## src/rtl/arb_mux_nto1_if.sv

```systemverilog
// Channel-side and output-side handshake bundle for arb_mux_nto1.
interface arb_mux_nto1_if #(
    parameter int unsigned WIDTH = 4,
    parameter int unsigned NCH   = 4,
    parameter int unsigned SW    = (NCH > 1) ? $clog2(NCH) : 1
);
    logic [NCH*WIDTH-1:0] in_data;
    logic [NCH-1:0]       in_valid;
    logic [NCH-1:0]       in_ready;
    logic [SW-1:0]        sel;
    logic [WIDTH-1:0]     out_data;
    logic [SW-1:0]        out_ch;
    logic                 out_valid;
    logic                 out_ready;

    // Producer/consumer side that drives the channels and the downstream ready.
    modport master (
        output in_data, in_valid, sel, out_ready,
        input  in_ready, out_data, out_ch, out_valid
    );

    // The mux itself.
    modport slave (
        input  in_data, in_valid, sel, out_ready,
        output in_ready, out_data, out_ch, out_valid
    );
endinterface

```

## src/rtl/arb_mux_nto1.sv

```systemverilog
// N-to-1 arbitrated mux with a single-entry registered output stage.
// Selection is external (MODE 0), round-robin (MODE 1) or fixed lowest-index priority (MODE 2).
module arb_mux_nto1 #(
    parameter int unsigned WIDTH = 4,
    parameter int unsigned NCH   = 4,
    parameter int unsigned MODE  = 0
) (
    input logic            clk,
    input logic            rst,
    arb_mux_nto1_if.slave  bus
);
    localparam int unsigned SW = $clog2(NCH);

    logic             free;
    logic             cand_valid;
    logic [SW-1:0]    cand;
    logic             fire;
    logic [NCH-1:0]   grant;
    logic [WIDTH-1:0] cand_word;
    int               idx;

    logic [SW-1:0]    rr_ptr_q, rr_ptr_d;
    logic [WIDTH-1:0] out_data_q;
    logic [SW-1:0]    out_ch_q;
    logic             out_valid_q;

    // Output stage can take a word when empty or when it is being drained this cycle.
    assign free = !out_valid_q || bus.out_ready;

    // Pick the candidate channel according to the selection policy.
    always_comb begin
        cand_valid = 1'b0;
        cand       = '0;
        idx        = 0;
        if (MODE == 0) begin
            // sel values >= NCH never match, so they produce no candidate.
            for (int k = 0; k < int'(NCH); k++) begin
                if (bus.sel == SW'(k) && bus.in_valid[k]) begin
                    cand_valid = 1'b1;
                    cand       = SW'(k);
                end
            end
        end else if (MODE == 1) begin
            // Walk offsets downwards so the valid channel nearest rr_ptr is assigned last.
            for (int off = int'(NCH) - 1; off >= 0; off--) begin
                idx = int'(rr_ptr_q) + off;
                if (idx >= int'(NCH)) idx = idx - int'(NCH);
                if (bus.in_valid[idx]) begin
                    cand_valid = 1'b1;
                    cand       = SW'(idx);
                end
            end
        end else begin
            for (int k = int'(NCH) - 1; k >= 0; k--) begin
                if (bus.in_valid[k]) begin
                    cand_valid = 1'b1;
                    cand       = SW'(k);
                end
            end
        end
    end

    // Candidate is only ever set for a valid channel, so a grant is a transfer.
    assign fire = free && cand_valid && !rst;

    // One-hot grant back to the channels.
    always_comb begin
        grant = '0;
        for (int k = 0; k < int'(NCH); k++) begin
            grant[k] = fire && (cand == SW'(k));
        end
    end

    assign cand_word = bus.in_data[cand*WIDTH +: WIDTH];

    // Round-robin pointer moves just past the channel that transferred.
    always_comb begin
        rr_ptr_d = rr_ptr_q;
        if (fire && MODE == 1) begin
            rr_ptr_d = (cand == SW'(NCH - 1)) ? '0 : cand + 1'b1;
        end
    end

    // Output register: load on transfer, drop valid on drain, hold on stall.
    always_ff @(posedge clk) begin
        if (rst) begin
            out_valid_q <= 1'b0;
            out_data_q  <= '0;
            out_ch_q    <= '0;
            rr_ptr_q    <= '0;
        end else begin
            if (fire) begin
                out_valid_q <= 1'b1;
                out_data_q  <= cand_word;
                out_ch_q    <= cand;
            end else if (bus.out_ready) begin
                out_valid_q <= 1'b0;
            end
            rr_ptr_q <= rr_ptr_d;
        end
    end

    assign bus.in_ready  = grant;
    assign bus.out_data  = out_data_q;
    assign bus.out_ch    = out_ch_q;
    assign bus.out_valid = out_valid_q;
endmodule

```

## src/flat_wrapper.sv

```systemverilog
// flat-port wrapper written by rule: the top's interface ports become plain ports
module arb_mux_nto1_flat 
#(
    parameter int unsigned WIDTH = 4,
    parameter int unsigned NCH   = 4,
    parameter int unsigned MODE  = 0
)
  (clk, rst, bus_in_data, bus_in_valid, bus_sel, bus_out_ready, bus_in_ready, bus_out_data, bus_out_ch, bus_out_valid);
  arb_mux_nto1_if #(.WIDTH(WIDTH), .NCH(NCH)) bus_i ();
  input logic clk;
  input logic rst;
  input wire logic [$bits(bus_i.in_data)-1:0] bus_in_data;
  input wire logic [$bits(bus_i.in_valid)-1:0] bus_in_valid;
  input wire logic [$bits(bus_i.sel)-1:0] bus_sel;
  input wire logic [$bits(bus_i.out_ready)-1:0] bus_out_ready;
  output wire logic [$bits(bus_i.in_ready)-1:0] bus_in_ready;
  output wire logic [$bits(bus_i.out_data)-1:0] bus_out_data;
  output wire logic [$bits(bus_i.out_ch)-1:0] bus_out_ch;
  output wire logic [$bits(bus_i.out_valid)-1:0] bus_out_valid;
  assign bus_i.in_data = bus_in_data;
  assign bus_i.in_valid = bus_in_valid;
  assign bus_i.sel = bus_sel;
  assign bus_i.out_ready = bus_out_ready;
  assign bus_in_ready = bus_i.in_ready;
  assign bus_out_data = bus_i.out_data;
  assign bus_out_ch = bus_i.out_ch;
  assign bus_out_valid = bus_i.out_valid;
  arb_mux_nto1 #(.WIDTH(WIDTH), .NCH(NCH), .MODE(MODE)) u_core (.clk(clk), .rst(rst), .bus(bus_i));
endmodule
```

## config.mk

```make
export PLATFORM = sky130hd
export DESIGN_NAME = arb_mux_nto1_flat
export DESIGN_NICKNAME = d
export VERILOG_FILES = /design/src/rtl/arb_mux_nto1_if.sv /design/src/rtl/arb_mux_nto1.sv /design/src/flat_wrapper.sv
export SDC_FILE = /design/constraint.sdc
export NUM_CORES = 1
export LEC_CHECK = 0
export ABC_AREA = 1
export BUFFER_PORTS_ARGS = -buffer_cell sky130_fd_sc_hd__clkbuf_2
export CAP_MARGIN = 40
export CORE_MARGIN = 2
export CORE_UTILIZATION = 30
export CTS_CLUSTER_DIAMETER = 100
export DETAILED_ROUTE_END_ITERATION = 16
export SLEW_MARGIN = 20
export SYNTH_ARGS = -nofsm -noshare
export SYNTH_HDL_FRONTEND = slang
export SYNTH_SLANG_ARGS = --single-unit
```

## constraint.sdc

```tcl
create_clock -name clk -period 2.85 [get_ports clk]
set_clock_uncertainty 0.05 [all_clocks]
set_input_delay 0.4275 -clock clk [delete_from_list [all_inputs] [get_ports clk]]
set_output_delay 0.4275 -clock clk [all_outputs]
set_load 0.05 [all_outputs]
```

Word level (Yosys, flattened, before mapping)
Cells that the tools add are included.
Word-level totals
  input bits: 25
  bits in registers: 7
  output and inout bits: 11
  word-level logic and storage cells: 35
Cells by class
  reductions and logical operators: 16
  shift-type cells: 1
  muxes and demuxes: 9
  equal/unequal tests: 6
Operators with widths (count)
  $shiftx A16 B5 Y4: 1
  $logic_and A1 B1 Y1: 10
  $eq A2 B2 Y1 const B: 4
  $mux W1: 7
  $eq A2 B1 Y1 const B: 2
  $logic_not A2 Y1: 2
  $mux W2: 2
  $logic_not A1 Y1: 2
  $reduce_bool A2 Y1: 1
  $logic_or A1 B1 Y1: 1

Logic depth before layout (Yosys ltp)
Gate-level depths: netlist of the first run.
  depth after elaboration: 9
  depth in mapped cells: 10
  gate-level depth less buffers: 9

Worst setup path after synthesis of the first run
No wires, ideal clock.
  kind: flip-flop to output port
  start point: register u_core.out_valid_q, in the netlist u_core.bus.out_valid
  end point: output bus_in_ready[0]
  arrival: 2000 ps
  required time: 2372 ps
  slack: 373 ps
  cell stages (with the launch flop): 7
  buffers on the path: 1
  path through: dfxtp_1 > inv_1 > nor2_1 > nor2_1 > o21ai_2 > buf_6 > nor3_1
On the way
  longest elaborated chain between the ends: 5
Ends and longest elaborated chain
  start: declaration: RTL line arb_mux_nto1.sv:25  | logic out_valid_q;
  start signal: assignment: RTL line arb_mux_nto1.sv:87  | out_valid_q <= 1'b0;
  start signal: assignment: RTL line arb_mux_nto1.sv:93  | out_valid_q <= 1'b1;
  start signal: assignment: RTL line arb_mux_nto1.sv:97  | out_valid_q <= 1'b0;
  $logic_not A1 Y1: RTL line arb_mux_nto1.sv:28  | assign free = !out_valid_q || bus.out_ready;
  $logic_or A1 B1 Y1: RTL line arb_mux_nto1.sv:28
  $logic_and A1 B1 Y1 (2 in a row): RTL line arb_mux_nto1.sv:64  | assign fire = free && cand_valid && !rst;
  $logic_and A1 B1 Y1: RTL line arb_mux_nto1.sv:70  | grant[k] = fire && (cand == SW'(k));
  end: declaration: RTL line flat_wrapper.sv:16  | output wire logic [$bits(bus_i.in_ready)-1:0] bus_in_ready;
No other way between the ends.

Worst setup path in the final report of the first run
  start point: input bus_sel[0]
  end point: output bus_in_ready[3]
On the way
  longest elaborated chain between the ends: 9
  elaborated cells between the ends (all ways): 19
  classes of those cells: 4 x eq/ne; 7 x mux; 8 x reduce/logical
Ends and longest elaborated chain
  start: declaration: RTL line flat_wrapper.sv:14  | input wire logic [$bits(bus_i.sel)-1:0] bus_sel;
  $logic_not A2 Y1: RTL line arb_mux_nto1.sv:38  | if (bus.sel == SW'(k) && bus.in_valid[k]) begin
  $logic_and A1 B1 Y1: RTL line arb_mux_nto1.sv:38
  $mux W1 (4 in a row): RTL line arb_mux_nto1.sv:38
  $logic_and A1 B1 Y1 (2 in a row): RTL line arb_mux_nto1.sv:64
  $logic_and A1 B1 Y1 (*): RTL line arb_mux_nto1.sv:70
Every way passes the cells marked *; elsewhere a longest branch is shown, timed or not.

==> flow_summary.ini, run 1 <==
[die]
rows = 15
die_w_um = 47.56
start_util_pct = 32.27
ioPinCount = 36
coreArea_um2 = 1764
dieArea_um2 = 2262
die_h_um = 47.56

[sta]
worst_slack_ns = 0.5669
drv_slew = 0
period_share_pct = 80.11
rsz0062_at_grt = no
hold_viol = 0
tightestPinTransition_ns = 0.4513
fmax_mhz = 438.0
setup_viol = 0
period_minus_slack_ns = 2.283
slew-limit-headroom_pct = 69.91
setup_tns_ns = 0

[worst_setup_path]
cp-end-kind = output port
start_kind = input port
critPathMaxFanout = 11
worstReg2RegEnd = u_core.bus.out_data[0]
r2r_setup_slack_ns = 1.69
arrival_ns = 1.81
timing.rr.start = u_core.bus.out_valid
cp.required_ns = 2.37
crit_type = input port to output port
r2r_cells = 7

[global_routing]
grt_pass1_wl_mm = 2.201
grt_max_degree = 12
grt_overflow_total = 0
antenna_found_initial = 0
grt_pass1_vias = 576
grtUsageTotal_pct = 13.72

[final_layout]
regArea_um2 = 140.1
multiInputGateArea_um2 = 342.8
layout_common_cells = clkbuf_2 (35), nand2_1 (28), nand3_1 (15), inv_1 (12), dfxtp_1 (7)
nets = 152
diodes = 0
final_util_pct = 43.33
final_common_cell = clkbuf_2
fin_cells = 151
area_delta_synth_final_pct = 34.29
drive_above_1_share_pct = 39.68
nFillCells = 221

[logic_synthesis]
synth_nets = 115
syn-instance-count = 90
yosysSeqAreaShare_pct = 24.62
synth_area_per_cell_um2 = 6.326
yosys_warnings = 0
syn_area_um2 = 569.3
ys_ff_latch = 7
synthDistinctLibCells = 18

[cts]
cts-root-buf = clkbuf_4
cts_setup_buffers = 0
hold_buffers = 0
clkLatencyLatePin_ns = 0.24
cts.sinks = 7
clk_pin_slew_worst_paths_ns = 0.05
cts_htree_levels = 1
clk_path_buf_depth = 2
cts_made_buffers = 3
cts_resized = 0
tritoncts = done

[power]
finalPower_w = 0.0003208
p_seq_share_pct = 34.6
peakVddDrop_mv = 0.2751
internal_power_w = 0.0001981
power.switching_w = 0.0001227
p_leak_nw = 0.4636
p_comb_share_pct = 37.6
power_frac_clock_pct = 27.8
p_per_area_nw_per_um2 = 419.6
switching_share_pct = 38.26

[detailed_routing]
viasPerCell = 4.437
drtIter0Drc = 6
via_count = 670
drc = 0
routed_wl_mm = 1.387
dr.pass1.iters = 4
wl_per_cell_um = 9.185
ant_nets = 0

[place]
dp.final_hpwl_mm = 1.136
pre_cts_ws_ns = 0.5475
dpl.cell_count = 147
io_buffer_count = 35
place_congestion = 0.6980

[min_path]
min_to = u_core.bus.out_valid
worstHoldPathType = input port to flop
hp-start = rst
holdPathStages = 2

[flow_run]
drv_cap = 0

[run_status]
status = complete, no violations
[power by group through the flow]
| stage | combinational, W | sequential (W) | clock (W) |
|---|---|---|---|
| 3_5_place_dp | 0.000121 | 0.000113 | 0 |
| 5_1_grt | 0.000133 | 0.000112 | 0.000102 |
| 6_report | 0.000121 | 0.000111 | 0.0000890 |
| 3_3_place_gp | 0.000120 | 0.000113 | 0 |
| 2_1_floorplan | 0.0000594 | 0.000143 | 0 |
| 4_1_cts | 0.000121 | 0.000111 | 0.0000922 |
[logic make-up after synthesis]
family                 count (synthesis)  share of synthesized area (%)
flip-flops                             7                          24.61
AND/OR/NAND/NOR                       64                          56.92
AO/OA/AOI/OAI                          3                          3.295
buffers and inverters                 16                          15.16
[metrics by stage]
stage | cell area, µm² | hold WS (ns)
2_1_floorplan | 569.3 | 0.4466
3_3_place_gp | 738.2 | 0.4175
3_5_place_dp | 738.2 | 0.4176
4_1_cts | 764.5 | 0.3384
5_1_grt | 764.5 | 0.3299
6_report | 764.5 | 0.3480
[how the worst max path moves through the flow]
| stage | startpoint | to | cells past startpoint |
|---|---|---|---|
| floorplan | u_core.bus.out_valid | bus_in_ready[0] | 6 |
| global placement | bus_sel[0] | bus_in_ready[3] | 7 |
| detailed placement | bus_sel[0] | bus_in_ready[3] | 7 |
| CTS | bus_sel[0] | bus_in_ready[3] | 7 |
| global route | bus_sel[0] | bus_in_ready[3] | 7 |
| finish | bus_sel[0] | bus_in_ready[3] | 7 |
[worst max-delay path: stages]
cell and delay (ns):
clkbuf_2 0.14, nand3_2 0.22, nand2_2 0.22, o21ai_2 0.17, or2_2 0.31, inv_1 0.05
clkbuf_2 0.26
[Yosys cell counts, drive strengths merged]
cell type / instances / area (µm²)
a21oi: 1 / 5.000
nor3: 1 / 5.000
inv: 13 / 48.79
or2: 1 / 6.260
nand3: 18 / 112.6
buf: 3 / 37.53
nand2: 34 / 147.6
o21ai: 2 / 13.76
nand3b: 4 / 30.03
nor2: 6 / 22.52
dfxtp: 7 / 140.1
[final cells by class]
cell class              count  area share (%)
multi-input cells          67           44.84
well taps                  25           4.092
repair buffers             35           22.91
clock buffers               4           3.437
flip-flops and latches      7           18.33
inverters                  13           6.383
[sequential cells by signal (all words and copies together), names as in the netlist]
signal	flops
u_core.bus.out_data	4
u_core.bus.out_ch	2
u_core.bus.out_valid	1
[routing by layer]
layer | track usage (%) | wire [µm]
met1 | 16.63 | 633
met3 | 7.170 | 82
met5 | 0 | 0
met4 | 2.703 | 8
met2 | 21.89 | 663
No activity file was read; power rests on OpenSTA's default activity.
==> run 2: changes to the inputs <==
==> constraint.sdc (replaced) <==
create_clock -name clk -period 2.3 [get_ports clk]
set_clock_uncertainty 0.05 [all_clocks]
set_input_delay 0.345 -clock clk [delete_from_list [all_inputs] [get_ports clk]]
set_output_delay 0.345 -clock clk [all_outputs]
set_load 0.05 [all_outputs]
==> run 2 against run 1 <==
  * Utilization increased by 1.1 points
  * Via count decreased by 2.8%
  * Cell area increased by 2.6%
  * Sequential power increased by 24%
  * Flip-flop and latch count unchanged
  * Die area unchanged
  * Critical path depth increased by 3
  * Combinational power increased by 26%
  * Clock power increased by 22%
  * Sequential share of layout area decreased by 0.47 points
  * Count of clock-buffer cells in the layout unchanged
  * Critical path type unchanged
  * Largest cell class unchanged
  * Highest routed layer is now met3
==> flow_summary.ini, run 2 (synthesized netlist as in run 1, its figures left out) <==
[die]
start_util_pct = 32.27
die_h_um = 47.56
coreArea_um2 = 1764
rows = 15
dieArea_um2 = 2262
die_w_um = 47.56
ioPinCount = 36

[detailed_routing]
dr.pass1.iters = 4
viasPerCell = 4.255
drc = 0
routed_wl_mm = 1.352
wl_per_cell_um = 8.837
ant_nets = 0
via_count = 651
drtIter0Drc = 5

[place]
dp.final_hpwl_mm = 1.133
place_congestion = 0.7844
dpl.cell_count = 149
io_buffer_count = 35

[sta]
tightestPinTransition_ns = 0.2830
slew-limit-headroom_pct = 81.21
setup_tns_ns = 0
fmax_mhz = 517.5
rsz0062_at_grt = no
drv_slew = 0
period_minus_slack_ns = 1.932
period_share_pct = 84.01
hold_viol = 0
setup_viol = 0

[min_path]
holdPathStages = 2
worstHoldPathType = input port to flop

[cts]
tritoncts = done
cts-root-buf = clkbuf_4
cts_setup_buffers = 0
cts.sinks = 7
hold_buffers = 0
cts_htree_levels = 1
cts_made_buffers = 3
clkLatencyLatePin_ns = 0.25
clk_pin_slew_worst_paths_ns = 0.05
cts_resized = 0
clk_path_buf_depth = 2

[worst_setup_path]
max_stage_delay_ns = 0.26
critPathMaxFanout = 10
crit_cells = 10
r2r_setup_slack_ns = 1.15
r2r_cells = 8
cp.required_ns = 1.90
cp-end-kind = output port
crit_buf_inv = 6
cpLargestDelayFamily = buffers and inverters
crit_type = input port to output port
start_kind = input port
worstPathCellList = clkbuf_2, inv_1, nand3_4, nand2_1, o21ai_2, buf_4, inv_2, nand3_1, inv_1, clkbuf_2
cp_slowest_cell = clkbuf_2
arrival_ns = 1.54

[final_layout]
largest_reg_flops = 4
nets = 154
drive_above_1_share_pct = 41.41
fin_cells = 153
final_common_cell = clkbuf_2
area_delta_synth_final_pct = 37.80
nFillCells = 209
layout_common_cells = clkbuf_2 (35), nand2_1 (28), nand3_1 (15), inv_1 (12), dfxtp_1 (7)
diodes = 0

[global_routing]
antenna_found_initial = 0
grt_max_degree = 12
grt_pass1_wl_mm = 2.283
grtUsageTotal_pct = 13.66
grt_overflow_total = 0
grt_pass1_vias = 595

[run_status]
status = complete, no violations

[power]
p_per_area_nw_per_um2 = 508.2
peakVddDrop_mv = 0.2972
p_leak_nw = 0.4748

[flow_run]
drv_cap = 0
[run 2: cell count changes in the layout (fill, tap and decap cells not counted), sizes merged]
| cell | change |
|---|---|
| buf | +2 |
[run 2: final timing paths]
path                             start                     end
hold / removal                     rst    u_core.bus.out_ch[0]
setup / recovery            bus_sel[1]         bus_in_ready[1]
setup reg to reg  u_core.bus.out_valid  u_core.bus.out_data[3]
hold reg to reg   u_core.bus.out_ch[0]    u_core.bus.out_ch[0]
[run 2: metal layers]
metal / global-route usage (%) / wire length, µm / up-vias
met5: 0 / 0 / -
met1: 17.38 / 657 / 266
met3: 7.170 / 122 / 0
met2: 22.16 / 572 / 26
li1: - / - / 359
met4: 0 / 0 / 0
[run 2: cell type report]
class	count	area, µm²	share of cell area [%]
Clock buffer	4	26.28	3.349
Inverter	13	48.80	6.220
Multi-Input combinational cell	67	347.8	44.34
Sequential cell	7	140.1	17.86
Tap cell	25	31.28	3.987
Timing Repair Buffer	37	190.2	24.24
[run 2: through the flow]
| step | instance area (µm²) | utilization (%) | worst slack (ns) | hold slack, ns | total power, W |
|---|---|---|---|---|---|
| floorplan | 574.3 | - | 0.3039 | 0.3641 | 0.0002518 |
| global placement | 758.2 | 42.98 | 0.3836 | 0.4117 | 0.0002928 |
| detailed placement | 758.2 | 42.98 | 0.3590 | 0.4122 | 0.0002935 |
| CTS | 784.5 | 44.47 | 0.3575 | 0.2552 | 0.0004054 |
| global route | 784.5 | 44.47 | 0.2275 | 0.2594 | 0.0004326 |
| finish | 784.5 | 44.47 | 0.3677 | 0.2622 | 0.0003987 |
[run 2: worst reg2reg max path, cell delays in order, from the launching register on]
cell and delay, ns:
dfxtp_1 0.32, inv_1 0.04, nor2_1 0.11, nor2_1 0.08, o21ai_2 0.08, buf_4 0.19, inv_2 0.07, nand2_1 0.07
nand2_1 0.05
[run 2: report_power, final]
part           leakage (nW)  switching, W  internal [W]
Combinational         0.402      0.000102     0.0000497
Sequential           0.0575    0.00000569      0.000132
Clock                0.0150     0.0000427     0.0000660
Total                 0.475      0.000150      0.000248
==> run 3: changes to the inputs <==
--- a/config.mk
+++ b/config.mk
@@ -5,7 +5,7 @@
 export SDC_FILE = /design/constraint.sdc
 export NUM_CORES = 1
 export LEC_CHECK = 0
-export ABC_AREA = 1
+export ABC_AREA = 0
 export BUFFER_PORTS_ARGS = -buffer_cell sky130_fd_sc_hd__clkbuf_2
 export CAP_MARGIN = 40
 export CORE_MARGIN = 2
==> constraint.sdc (replaced) <==
create_clock -name clk -period 1.65 [get_ports clk]
set_clock_uncertainty 0.05 [all_clocks]
set_input_delay 0.2475 -clock clk [delete_from_list [all_inputs] [get_ports clk]]
set_output_delay 0.2475 -clock clk [all_outputs]
set_load 0.05 [all_outputs]
==> run 3 against run 2 <==
  * Cell count shrank 18%
  * Count of clock-buffer cells in the layout is the same
  * Critical path depth shrank 6
  * Global-route usage grew 4.7 points
  * Setup slack lost 0.28 ns
  * Critical endpoint is now bus_in_ready[0]
  * Die area shrank 4.4%
  * Routed wire length grew 18%
  * Cell area grew 6.4%
==> flow_summary.ini, run 3 <==
[logic_synthesis]
synth_edf_count = 0
synth_area_leader_cell = dfxtp_1
yosysSeqAreaShare_pct = 25.87
synthFlopType = dfxtp_1
synthDistinctLibCells = 25
synth_most_common_cell = dfxtp_1
synth_nets = 85
ys_top_cells_by_area = dfxtp_1 (26%), and4b_1 (7.4%), a211oi_1 (6.9%)
syn_area_um2 = 541.8
ys_ff_latch = 7
synth.top_cell.area_share_pct = 25.87
syn-instance-count = 60
async_flop_share_pct = 0
yosys_warnings = 0
synthTopCellsByCount = dfxtp_1 (7), a211oi_1 (5), nor2_1 (5)
synth_area_per_cell_um2 = 9.030

[detailed_routing]
drtIter0Drc = 15
ant_nets = 0
dr.pass1.iters = 4
routed_wl_mm = 1.602
viasPerCell = 5.176
wl_per_cell_um = 12.82
via_count = 647
drc = 0

[place]
place_congestion = 0.7170
io_buffer_count = 35
dp.final_hpwl_mm = 1.310
placed_area_um2 = 808.3

[cts]
cts_resized = 0
hold_buffers = 0
cts.sinks = 7
clkLatencyLatePin_ns = 0.25
cts_htree_levels = 1
clk_path_buf_depth = 2
tritoncts = done
clk_pin_slew_worst_paths_ns = 0.06
cts_setup_buffers = 0
cts-root-buf = clkbuf_4
cts_made_buffers = 3

[global_routing]
grt_pass1_wl_mm = 2.684
grt_overflow_total = 0
grt_pass1_vias = 634
antenna_found_initial = 0
grtUsageTotal_pct = 18.34
grt_max_degree = 10

[worst_setup_path]
r2r_cells = 4
worstPathCellList = nand2b_1, nand2b_4, nor4b_4, buf_12
cp.required_ns = 1.35
max_stage_delay_ns = 0.34
cp-end-kind = output port
crit_type = flop to output port
start_kind = flop
crit_start = u_core.bus.out_valid
timing.rr.start = u_core.bus.out_valid
cp_slowest_cell = dfxtp_4
worstReg2RegEnd = u_core.bus.out_data[2]
endpoint = bus_in_ready[0]
r2r_setup_slack_ns = 0.36
critPathMaxFanout = 4
arrival_ns = 1.27

[sta]
hold_viol = 0
slew-limit-headroom_pct = 79.84
rsz0062_at_grt = no
period_minus_slack_ns = 1.566
fmax_mhz = 638.5
tightestPinTransition_ns = 0.2985
period_share_pct = 94.92
drv_slew = 0
setup_viol = 0
setup_tns_ns = 0

[die]
dieArea_um2 = 2162
start_util_pct = 31.72
ioPinCount = 36
die_h_um = 46.50
die_w_um = 46.50
coreArea_um2 = 1708
rows = 15

[final_layout]
fin_area_um2 = 834.6
largest_reg_flops = 4
nets = 126
final_common_cell = clkbuf_2
drive_above_1_share_pct = 55.00
diodes = 0
layout_common_cells = clkbuf_2 (34), buf_4 (6), dfxtp_1 (6), a211oi_1 (5)
final_util_pct = 48.86
area_delta_synth_final_pct = 54.04

[run_status]
status = complete, no violations

[power]
p_leak_nw = 0.3939
p_per_area_nw_per_um2 = 702.6
peakVddDrop_mv = 0.2480

[min_path]
worstHoldPathType = input port to flop

[flow_run]
drv_cap = 0
## run 3: cell count changes in the layout (fill, tap and decap cells not counted), sizes merged, moves of 2 or more
cell | before | now
nand2b | 0 | 2
mux2 | 0 | 2
a211o | 0 | 4
and4b | 0 | 4
inv | 13 | 4
o21ai | 2 | 0
buf | 2 | 7
o22ai | 0 | 4
a211oi | 0 | 5
nand2 | 34 | 0
nand3 | 18 | 2
o41ai | 0 | 4
## run 3: how the worst min path moves through the flow
stage,startpoint,depth (start not counted),to,slack [ns]
floorplan,bus_out_ready,3,u_core.bus.out_valid,0.41
global placement,u_core.bus.out_ch[0],2,u_core.bus.out_ch[0],0.42
detailed placement,u_core.bus.out_ch[0],2,u_core.bus.out_ch[0],0.43
CTS,bus_in_data[11],3,u_core.bus.out_data[3],0.25
global route,rst,3,u_core.bus.out_valid,0.28
finish,bus_in_data[11],3,u_core.bus.out_data[3],0.25
## run 3: area by class of cell
cell class / instances / area, µm²
Fill cell: 171 / 873.3
Multi-Input combinational cell: 44 / 382.9
Timing Repair Buffer: 41 / 235.2
Sequential cell: 7 / 143.9
Tap cell: 25 / 31.28
Clock buffer: 4 / 26.28
Inverter: 4 / 15.01
## run 3: cell families (layout without fill, tap and decap cells)
kind of cell | after synthesis | in the layout | share of synthesized area (%)
buf+inv | 9 | 49 | 9.006
mux | 4 | 4 | 10.16
simple gates | 19 | 19 | 26.10
compound gates | 21 | 21 | 28.87
flops | 7 | 7 | 25.87
## run 3: routing by layer
layer | GRT usage (%) | wire, µm | up-vias | share of wire, %
met4 | 13.71 | 50 | 0 | 3.1
met3 | 2.353 | 108 | 4 | 6.7
met2 | 29.72 | 730 | 26 | 46
met5 | 0 | 0 | - | 0
met1 | 21.68 | 712 | 297 | 44
li1 | - | - | 320 | -
## run 3: critical path, delay by kind of cell, from the launching register on
family	cells	cell delay (ns)
buffers and inverters	1	0.18
AND/OR/NAND/NOR	3	0.50
flip-flops	1	0.34
## run 3: where the power goes
group / leakage [nW] / switching (W) / internal [W]
registers: 0.0584 / 0.00000809 / 0.000186
logic: 0.321 / 0.000143 / 0.0000864
clock network: 0.0150 / 0.0000700 / 0.0000927
total: 0.394 / 0.000221 / 0.000365
## run 3: through the flow
step / total power, W / std cells / setup slack [ns] / hold WS [ns]
CTS: 0.0005922 / 125 / 0.05861 / 0.2499
detailed placement: 0.0004281 / 121 / 0.1153 / 0.4314
floorplan: 0.0003562 / 60 / -0.01465 / 0.4064
global route: 0.0006187 / 125 / 0.01255 / 0.2838
global placement: 0.0004259 / 121 / 0.1392 / 0.4165
finish: 0.0005863 / 125 / 0.08388 / 0.2533
